--- src/rtl/shift_pkg.sv ---
// Shared types and helpers for the parametrised multi-cycle shifter.
// Shift modes, FSM states and the per-cycle step-size helper.
package shift_pkg;

  typedef enum logic [1:0] {
    MODE_LSR = 2'd0,
    MODE_ASR = 2'd1,
    MODE_LSL = 2'd2,
    MODE_ROR = 2'd3
  } shift_mode_t;

  typedef enum logic [1:0] {
    ST_IDLE  = 2'd0,
    ST_SHIFT = 2'd1,
    ST_DONE  = 2'd2
  } shift_state_t;

  // Bits moved this cycle: the full step, or whatever distance is left.
  function automatic int unsigned min_step(input int unsigned rem, input int unsigned step);
    return (rem < step) ? rem : step;
  endfunction

endpackage

--- src/rtl/shift_step.sv ---
// Combinational single step: shifts value by k in the given mode and
// reports whether any bit was discarded (rotation never discards).
module shift_step
  import shift_pkg::*;
#(
  parameter int WIDTH = 32,
  localparam int AW = $clog2(WIDTH)
) (
  input  logic [WIDTH-1:0] value,
  input  shift_mode_t      mode,
  input  logic [AW-1:0]    k,
  output logic [WIDTH-1:0] next_value,
  output logic             lost
);

  logic [2*WIDTH-1:0] ror_ext;
  logic [WIDTH-1:0]   low_mask;
  logic [WIDTH-1:0]   high_mask;

  always_comb begin
    low_mask   = ~({WIDTH{1'b1}} << k);
    high_mask  = ~({WIDTH{1'b1}} >> k);
    ror_ext    = {value, value} >> k;
    next_value = value;
    lost       = 1'b0;
    case (mode)
      MODE_LSR: begin
        next_value = value >> k;
        lost       = |(value & low_mask);
      end
      MODE_ASR: begin
        // The working MSB never changes under ASR, so it is the latched sign.
        next_value = $signed(value) >>> k;
        lost       = |(value & low_mask);
      end
      MODE_LSL: begin
        next_value = value << k;
        lost       = |(value & high_mask);
      end
      default: begin
        next_value = ror_ext[WIDTH-1:0];
        lost       = 1'b0;
      end
    endcase
  end

endmodule

--- src/rtl/param_shift_unit.sv ---
// Multi-cycle WIDTH-bit shifter, STEP bits per clock, start/busy/done handshake.
// Optional sticky output (OR of discarded bits) enabled by SHIFT_STICKY_EN.
//
// Handshake: start is sampled on a rising edge whenever the unit is not in
// SHIFT (IDLE or DONE); busy is high from the next cycle through the done
// cycle; done is a one-cycle pulse and out/sticky hold until the next done.
module param_shift_unit
  import shift_pkg::*;
#(
  parameter int WIDTH = 32,
  parameter int STEP  = 1,
  localparam int AW   = $clog2(WIDTH)
) (
  input  logic             clk,
  input  logic             rst_n,
  input  logic             start,
  input  logic [1:0]       mode,
  input  logic [AW-1:0]    amount,
  input  logic [WIDTH-1:0] a,
  output logic             busy,
  output logic             done,
  output shift_state_t     dbg_state,
  output logic [WIDTH-1:0] out
`ifdef SHIFT_STICKY_EN
  ,
  output logic             sticky
`endif
);

  shift_state_t     state;
  shift_state_t     next_state;
  logic [WIDTH-1:0] work;
  logic [AW-1:0]    rem;
  shift_mode_t      mode_q;
  logic [AW-1:0]    k;
  logic [WIDTH-1:0] step_value;
  logic             step_lost;
  logic             accept;
  logic             last_step;

  assign accept    = start && (state != ST_SHIFT);
  assign k         = AW'(min_step(32'(rem), STEP));
  assign last_step = (state == ST_SHIFT) && (rem == k);

  shift_step #(.WIDTH(WIDTH)) u_step (
    .value      (work),
    .mode       (mode_q),
    .k          (k),
    .next_value (step_value),
    .lost       (step_lost)
  );

  always_comb begin
    next_state = state;
    case (state)
      ST_IDLE, ST_DONE: begin
        if (start) next_state = (amount == '0) ? ST_DONE : ST_SHIFT;
        else       next_state = ST_IDLE;
      end
      ST_SHIFT: begin
        if (rem == k) next_state = ST_DONE;
      end
      default: next_state = ST_IDLE;
    endcase
  end

  always_ff @(posedge clk or negedge rst_n) begin
    if (!rst_n) begin
      state  <= ST_IDLE;
      work   <= '0;
      rem    <= '0;
      mode_q <= MODE_LSR;
      out    <= '0;
    end else begin
      state <= next_state;
      if (accept) begin
        work   <= a;
        rem    <= amount;
        mode_q <= shift_mode_t'(mode);
        // A zero-distance request goes straight to DONE with the operand.
        if (amount == '0) out <= a;
      end else if (state == ST_SHIFT) begin
        work <= step_value;
        rem  <= rem - k;
        if (last_step) out <= step_value;
      end
    end
  end

`ifdef SHIFT_STICKY_EN
  logic sticky_acc;

  always_ff @(posedge clk or negedge rst_n) begin
    if (!rst_n) begin
      sticky_acc <= 1'b0;
      sticky     <= 1'b0;
    end else if (accept) begin
      sticky_acc <= 1'b0;
      if (amount == '0) sticky <= 1'b0;
    end else if (state == ST_SHIFT) begin
      sticky_acc <= sticky_acc | step_lost;
      if (last_step) sticky <= sticky_acc | step_lost;
    end
  end
`else
  logic unused_lost;
  assign unused_lost = step_lost;
`endif

  assign busy      = (state != ST_IDLE);
  assign done      = (state == ST_DONE);
  assign dbg_state = state;

endmodule
--- config.mk ---
export PLATFORM = sky130hd
export DESIGN_NAME = param_shift_unit
export DESIGN_NICKNAME = d
export VERILOG_FILES = /design/src/rtl/shift_pkg.sv /design/src/rtl/shift_step.sv /design/src/rtl/param_shift_unit.sv
export SDC_FILE = /design/constraint.sdc
export NUM_CORES = 1
export LEC_CHECK = 0
export ABC_AREA = 1
export CELL_PAD_IN_SITES_DETAIL_PLACEMENT = 1
export CELL_PAD_IN_SITES_GLOBAL_PLACEMENT = 1
export CORE_ASPECT_RATIO = 0.8
export CORE_MARGIN = 3
export CORE_UTILIZATION = 37
export DETAILED_ROUTE_END_ITERATION = 12
export PLACE_DENSITY = 0.81
export SYNTH_ARGS = -nofsm -noshare
export SYNTH_HDL_FRONTEND = slang
export SYNTH_SLANG_ARGS = --single-unit
export TNS_END_PERCENT = 100
--- constraint.sdc ---
create_clock -name clk -period 1.85 [get_ports clk]
set_input_delay 0.37 -clock clk [delete_from_list [all_inputs] [get_ports clk]]
set_output_delay 0.37 -clock clk [all_outputs]
set_load 0.005 [all_outputs]
# Word level (Yosys, flattened, before mapping)
# Cells that the tools add are included.
dict set report word_totals {
  register_bits 73
  inputBits 42
  word_cells 43
}
dict set report classes {
  add_sub_neg 1
  n_lt_le_gt_ge 1
  eq_ne 8
  shift 4
  muxes 14
  reduce_logical 10
}
# operator count
set op_table {}
lappend op_table {{$mux W32} 6}
lappend op_table {{$pmux W32 S3} 1}
lappend op_table {{$shr A64 B5 Y32} 1}
lappend op_table {{$shl A32 B5 Y32} 1}
lappend op_table {{$shr A32 B5 Y32} 1}
lappend op_table {{$sshr A32 B5 Y32} 1}
lappend op_table {{$mux W5} 3}
lappend op_table {{$mux W2} 3}
lappend op_table {{$reduce_bool A2 Y1} 3}
lappend op_table {{$eq A5 B5 Y1} 1}
lappend op_table {{$logic_not A5 Y1} 1}
lappend op_table {{$lt A5 B1 Y1 const B} 1}
lappend op_table {{$sub A5 B5 Y5} 1}
lappend op_table {{$eq A2 B1 Y1 const B} 2}
lappend op_table {{$eq A2 B2 Y1 const B} 2}
lappend op_table {{$logic_not A2 Y1} 2}
lappend op_table {{$ne A2 B1 Y1 const B} 2}
lappend op_table {{$pmux W2 S2} 1}
lappend op_table {{$reduce_and A3 Y1} 1}
lappend op_table {{$logic_and A1 B1 Y1} 2}
lappend op_table {{$ne A2 B2 Y1 const B} 1}
lappend op_table {{$reduce_or A2 Y1} 1}

# Logic depth before layout (Yosys ltp)
dict set report logic_depth {
  depth_word 7
  depth_mapped 12
  depth_no_buf 11
}

# By module
# Synthesis repeated with hierarchy kept, for this count alone.
dict set report hier_totals {
  hier_cells 1527
  hier_area_um2 8371.8
}
# module n_inst cells_per_inst area_each_um2 seq_area_each_um2
set modules_own_cells {}
lappend modules_own_cells {shift_step 1 1101 4971.0 0.0}
lappend modules_own_cells {param_shift_unit 1 426 3400.8 1826.8}

# Least setup slack after synthesis
# No wires, ideal clock.
dict set report synth_path {
  path_kind {reg2reg}
  startpoint {register rem[1]}
  endpoint {register out[20]}
  setup_ns 0.117
  t_arrival_ns 1.557
  path_slack_ns 0.177
  stages_incl_launch_ff 11
  path_cell_list {dfrtp_1 -> nor2_4 -> nand2_1 -> nand2_1 -> ha_1 -> nand3_1 -> o21ai_4 -> inv_2 -> buf_4 -> nand2_1 -> nand2_1}
}
dict set report synth_via {
  elab_chain_cells 7
}
# item line
set synth_rtl {}
lappend synth_rtl {{start, declared} param_shift_unit.sv:33} ;# logic [AW-1:0] rem;
lappend synth_rtl {{start signal, assigned} param_shift_unit.sv:78} ;# rem <= amount;
lappend synth_rtl {{start signal, assigned} param_shift_unit.sv:84} ;# rem <= rem - k;
lappend synth_rtl {{$lt A5 B1 Y1} shift_pkg.sv:20} ;# return (rem < step) ? rem : step;
lappend synth_rtl {{$mux W5} shift_pkg.sv:20}
lappend synth_rtl {{$shr A64 B5 Y32 (tied with other cells)} shift_step.sv:23} ;# ror_ext = {value, value} >> k;
lappend synth_rtl {{$pmux W32 S3} shift_step.sv:26} ;# case (mode)
lappend synth_rtl {{$mux W32} param_shift_unit.sv:85} ;# if (last_step) out <= step_value;
lappend synth_rtl {{$mux W32} param_shift_unit.sv:82} ;# end else if (state == ST_SHIFT) begin
lappend synth_rtl {{$mux W32} param_shift_unit.sv:76} ;# if (accept) begin
lappend synth_rtl {{end signal, assigned} param_shift_unit.sv:85}
lappend synth_rtl {{end, declared} param_shift_unit.sv:23} ;# output logic [WIDTH-1:0] out
# Several ways; a longest one is shown, not always the timed one. The select of a mux whose other input is x is not followed.
# A chain may end at the register's enable or synchronous reset.

# Worst setup path after layout
dict set report layout_path {
  startpoint {register state[0], in the netlist dbg_state[0]}
  endpoint {output port done}
}
dict set report layout_via {
  elab_chain_cells 1
}
# item line
set layout_rtl {}
lappend layout_rtl {{start, declared} param_shift_unit.sv:30} ;# shift_state_t state;
lappend layout_rtl {{start signal, assigned} param_shift_unit.sv:75} ;# state <= next_state;
lappend layout_rtl {{$eq A2 B2 Y1} param_shift_unit.sv:111} ;# assign done = (state == ST_DONE);
lappend layout_rtl {{end, declared} param_shift_unit.sv:21} ;# output logic done,
# Every way passes these cells.

==> impl_metrics.tcl <==
set metrics [dict create \
    outcome "completed" \
    critical_path_peak_fanout 5 \
    synth_cell_type_count 26 \
    netlist_instances 660 \
    finalPower_uw 10300 \
    cts_tree "done" \
    dr.pass1.iters 4 \
    cap_violations 0 \
    power_density_mw_per_mm2 1800 \
    synth_mux_area_frac 0 \
    synth_top_family_by_area "simple AND/OR/NAND/NOR gates" \
    die_h_um 102 \
    critPathMaxStageDelay_ns 0.51 \
    synthSimpleGateAreaFrac 0.408 \
    initial_core_util 0.386 \
    regToRegSetupSlack_ns 0.12 \
    n_fill_cell 1458 \
    wl_per_cell_um 14.8 \
    r2r_cells 10 \
    critPathLaunchType "register" \
    rsz0062_at_grt "yes" \
    critical_path_required_ns 1.48 \
    coreArea_mm2 0.0111 \
    ys_seq_area_frac 0.428 \
    drt_iter0_drc 196 \
    grt_first_pass_wirelength_mm 22.7 \
    dp_hpwl_mm 9.21 \
    fin_crit_ns 1.76 \
    clockBufferDepth 2 \
    cp-end-kind "primary output" \
    ys_seq_elements 73 \
    hold_class "input pin to asynchronous set/reset pin" \
    ir_worst_vdd_v 0.000802 \
    grt_pass1_vias 4710 \
    utilization 0.515 \
    synth_top_area_cell "dfrtp_1" \
    max_freq_mhz 567 \
    fin_hold_ws_ns 0.0283 \
    grt_max_degree 44 \
    dpl_cell_area_mm2 0.00534 \
    ys_warn_count 0 \
    synth_top_area_frac 0.428 \
    antenna_found_initial 0 \
    postRouteAntennaNets 0 \
    clkLatencyLatePin_ns 0.34 \
    vias 4302 \
    critPathLaunch "dbg_state[0]$_DFFE_PN0P_" \
    grt_overflow_total 0 \
    io_pins 78 \
    finalSetupViolCount 0 \
    holdBufCountCts 0 \
    slew_violations 0 \
    die_w_um 126 \
    portBuffers 77 \
    relSlewSlack 0.621 \
    htreeDepth 3 \
    p_leak_uw 0.00315 \
    avgSynthCellArea_um2 6.46 \
    synth-adder-area-share 0.0147 \
    worst_path_max_delay_cell "clkdlybuf4s50_1" \
    drt_wl_total_mm 13.1 \
    grt_use_total 0.215 \
    root_buffer "clkbuf_16" \
    r2r_end "out[3]$_DFFE_PN0P_" \
    layout.nets 788 \
    cts_made_buffers 9 \
    row_count 34 \
    clock-sinks 73 \
    antenna_cells 0 \
    drc 0 \
    cts.clk_slew.worst_paths_ns 0.06 \
    hold_viol 0 \
    r2r-start "rem[4]$_DFFE_PN0P_" \
    dieArea_mm2 0.0129 \
    viasPerCell 4.83 \
    path_class "register to primary output" \
    crit_chain "nor2_1 -> clkdlybuf4s50_1" \
    gp_congestion 0.860 \
    synth_nets 707 \
    synth_area_mm2 0.00426 \
    fin_worst_skew_ns 0.00639 \
    area_growth_pct 33.7 \
    netlist_top_cells_area "dfrtp_1 43%, nand2_1 38%, inv_1 4.2%" \
    synth_xor_area_frac 0.00205 \
    period_share 0.954 \
    arrival_ns 1.39 \
    drive_gt1_frac 0.0791 \
    synth_compound_area_frac 0.0634 \
    tightest_slew_ns 0.568 \
    stdcell_area_mm2 0.00570 \
]
## worst max path at each step
stage / end / slack, ns / depth (start not counted)
6_report: done / 0.09 / 2
5_1_grt: out[28]$_DFFE_PN0P_ / -0.004 / 10
4_1_cts: busy / 0.03 / 3
3_5_place_dp: out[27]$_DFFE_PN0P_ / -0.12 / 10
3_3_place_gp: work[17]$_DFFE_PN0P_ / 0.01 / 9
2_1_floorplan: out[20]$_DFFE_PN0P_ / 0.18 / 10
## per-stage QoR
stage / setup TNS, ns / cells / setup slack, ns
after floorplan: 0 / 660 / 0.177
after global placement: 0 / 872 / 0.0111
after global routing: -0.00432 / 890 / -0.00432
after CTS: 0 / 888 / 0.0268
after detailed placement: -3.15 / 872 / -0.124
final: 0 / 890 / 0.0852
## worst max-delay path, delay by kind of cell (launching register included)
kind                   cells  cell delay (ns)
flip-flops                 1             0.44
buffers and inverters      1             0.51
AND/OR/NAND/NOR            1             0.12
## Yosys cell counts
library cell	instances
o22ai_1	1
nand4_1	3
o221ai_1	2
o31ai_1	1
buf_4	2
a31oi_1	1
nor3_1	1
buf_2	13
clkbuf_1	13
inv_1	48
nand3_4	1
a21oi_2	1
nor2_1	7
o21ai_0	6
buf_6	2
xor2_1	1
buf_1	2
nand3_1	3
inv_2	4
nor2_4	4
nand2_1	430
a21oi_1	34
dfrtp_1	73
o21ai_4	1
o211ai_1	1
ha_1	5
## cell type report
cell class | count | area, um2 | share of cell area
tap | 144 | 180 | 0.0316
timing repair buffer | 102 | 1070 | 0.188
multi-input combinational | 503 | 2110 | 0.370
clock inverter | 4 | 50.0 | 0.00878
clock buffer | 12 | 267 | 0.0468
inverter | 52 | 195 | 0.0342
sequential | 73 | 1830 | 0.321
## kinds of logic after synthesis
group                    after synthesis
XOR/XNOR                               1
adder cells (fa/ha/maj)                5
AND/OR/NAND/NOR                      449
AO/OA/AOI/OAI                         48
buffers and inverters                 84
flip-flops                            73
## layer usage
metal  routed length, um  up-vias  part of all wire  track usage
li1                    -     2153                 -            -
met1                6190     2061              0.47        0.275
met2                6350       71              0.48        0.375
met3                 402       17             0.031       0.0408
met4                 199        0             0.015       0.0668
met5                   0        -                 0            0
## cells in the final DEF, fill, tap and decap left out, types with 3 or more instances in the layout
master	synthesis	final
buf_12	0	9
dfrtp_1	73	72
a21oi_1	34	34
nor2_4	4	4
inv_2	4	4
clkbuf_16	0	9
o21ai_0	6	6
clkbuf_8	0	3
nor2_1	7	6
ha_1	5	4
nand2_1	430	428
clkdlybuf4s50_1	0	76
inv_1	48	48
buf_4	2	16
nand4_1	3	3
## state kept, by name (all words and copies together), names as in the netlist
register / cells
out: 32
work: 32
rem: 5
dbg_state: 2
mode_q: 2
## repair_timing
action | CTS | global route
gates resized for setup | 0 | 7
buffers inserted | 0 | 2
endpoints found under the setup margin | 0 | 62
## power breakdown
part           internal, uW  switching [uW]
Sequential             2320             429
Clock                  1150             680
Combinational          2320            3350
Total                  5800            4460
No activity file was read; power rests on OpenSTA's default activity.
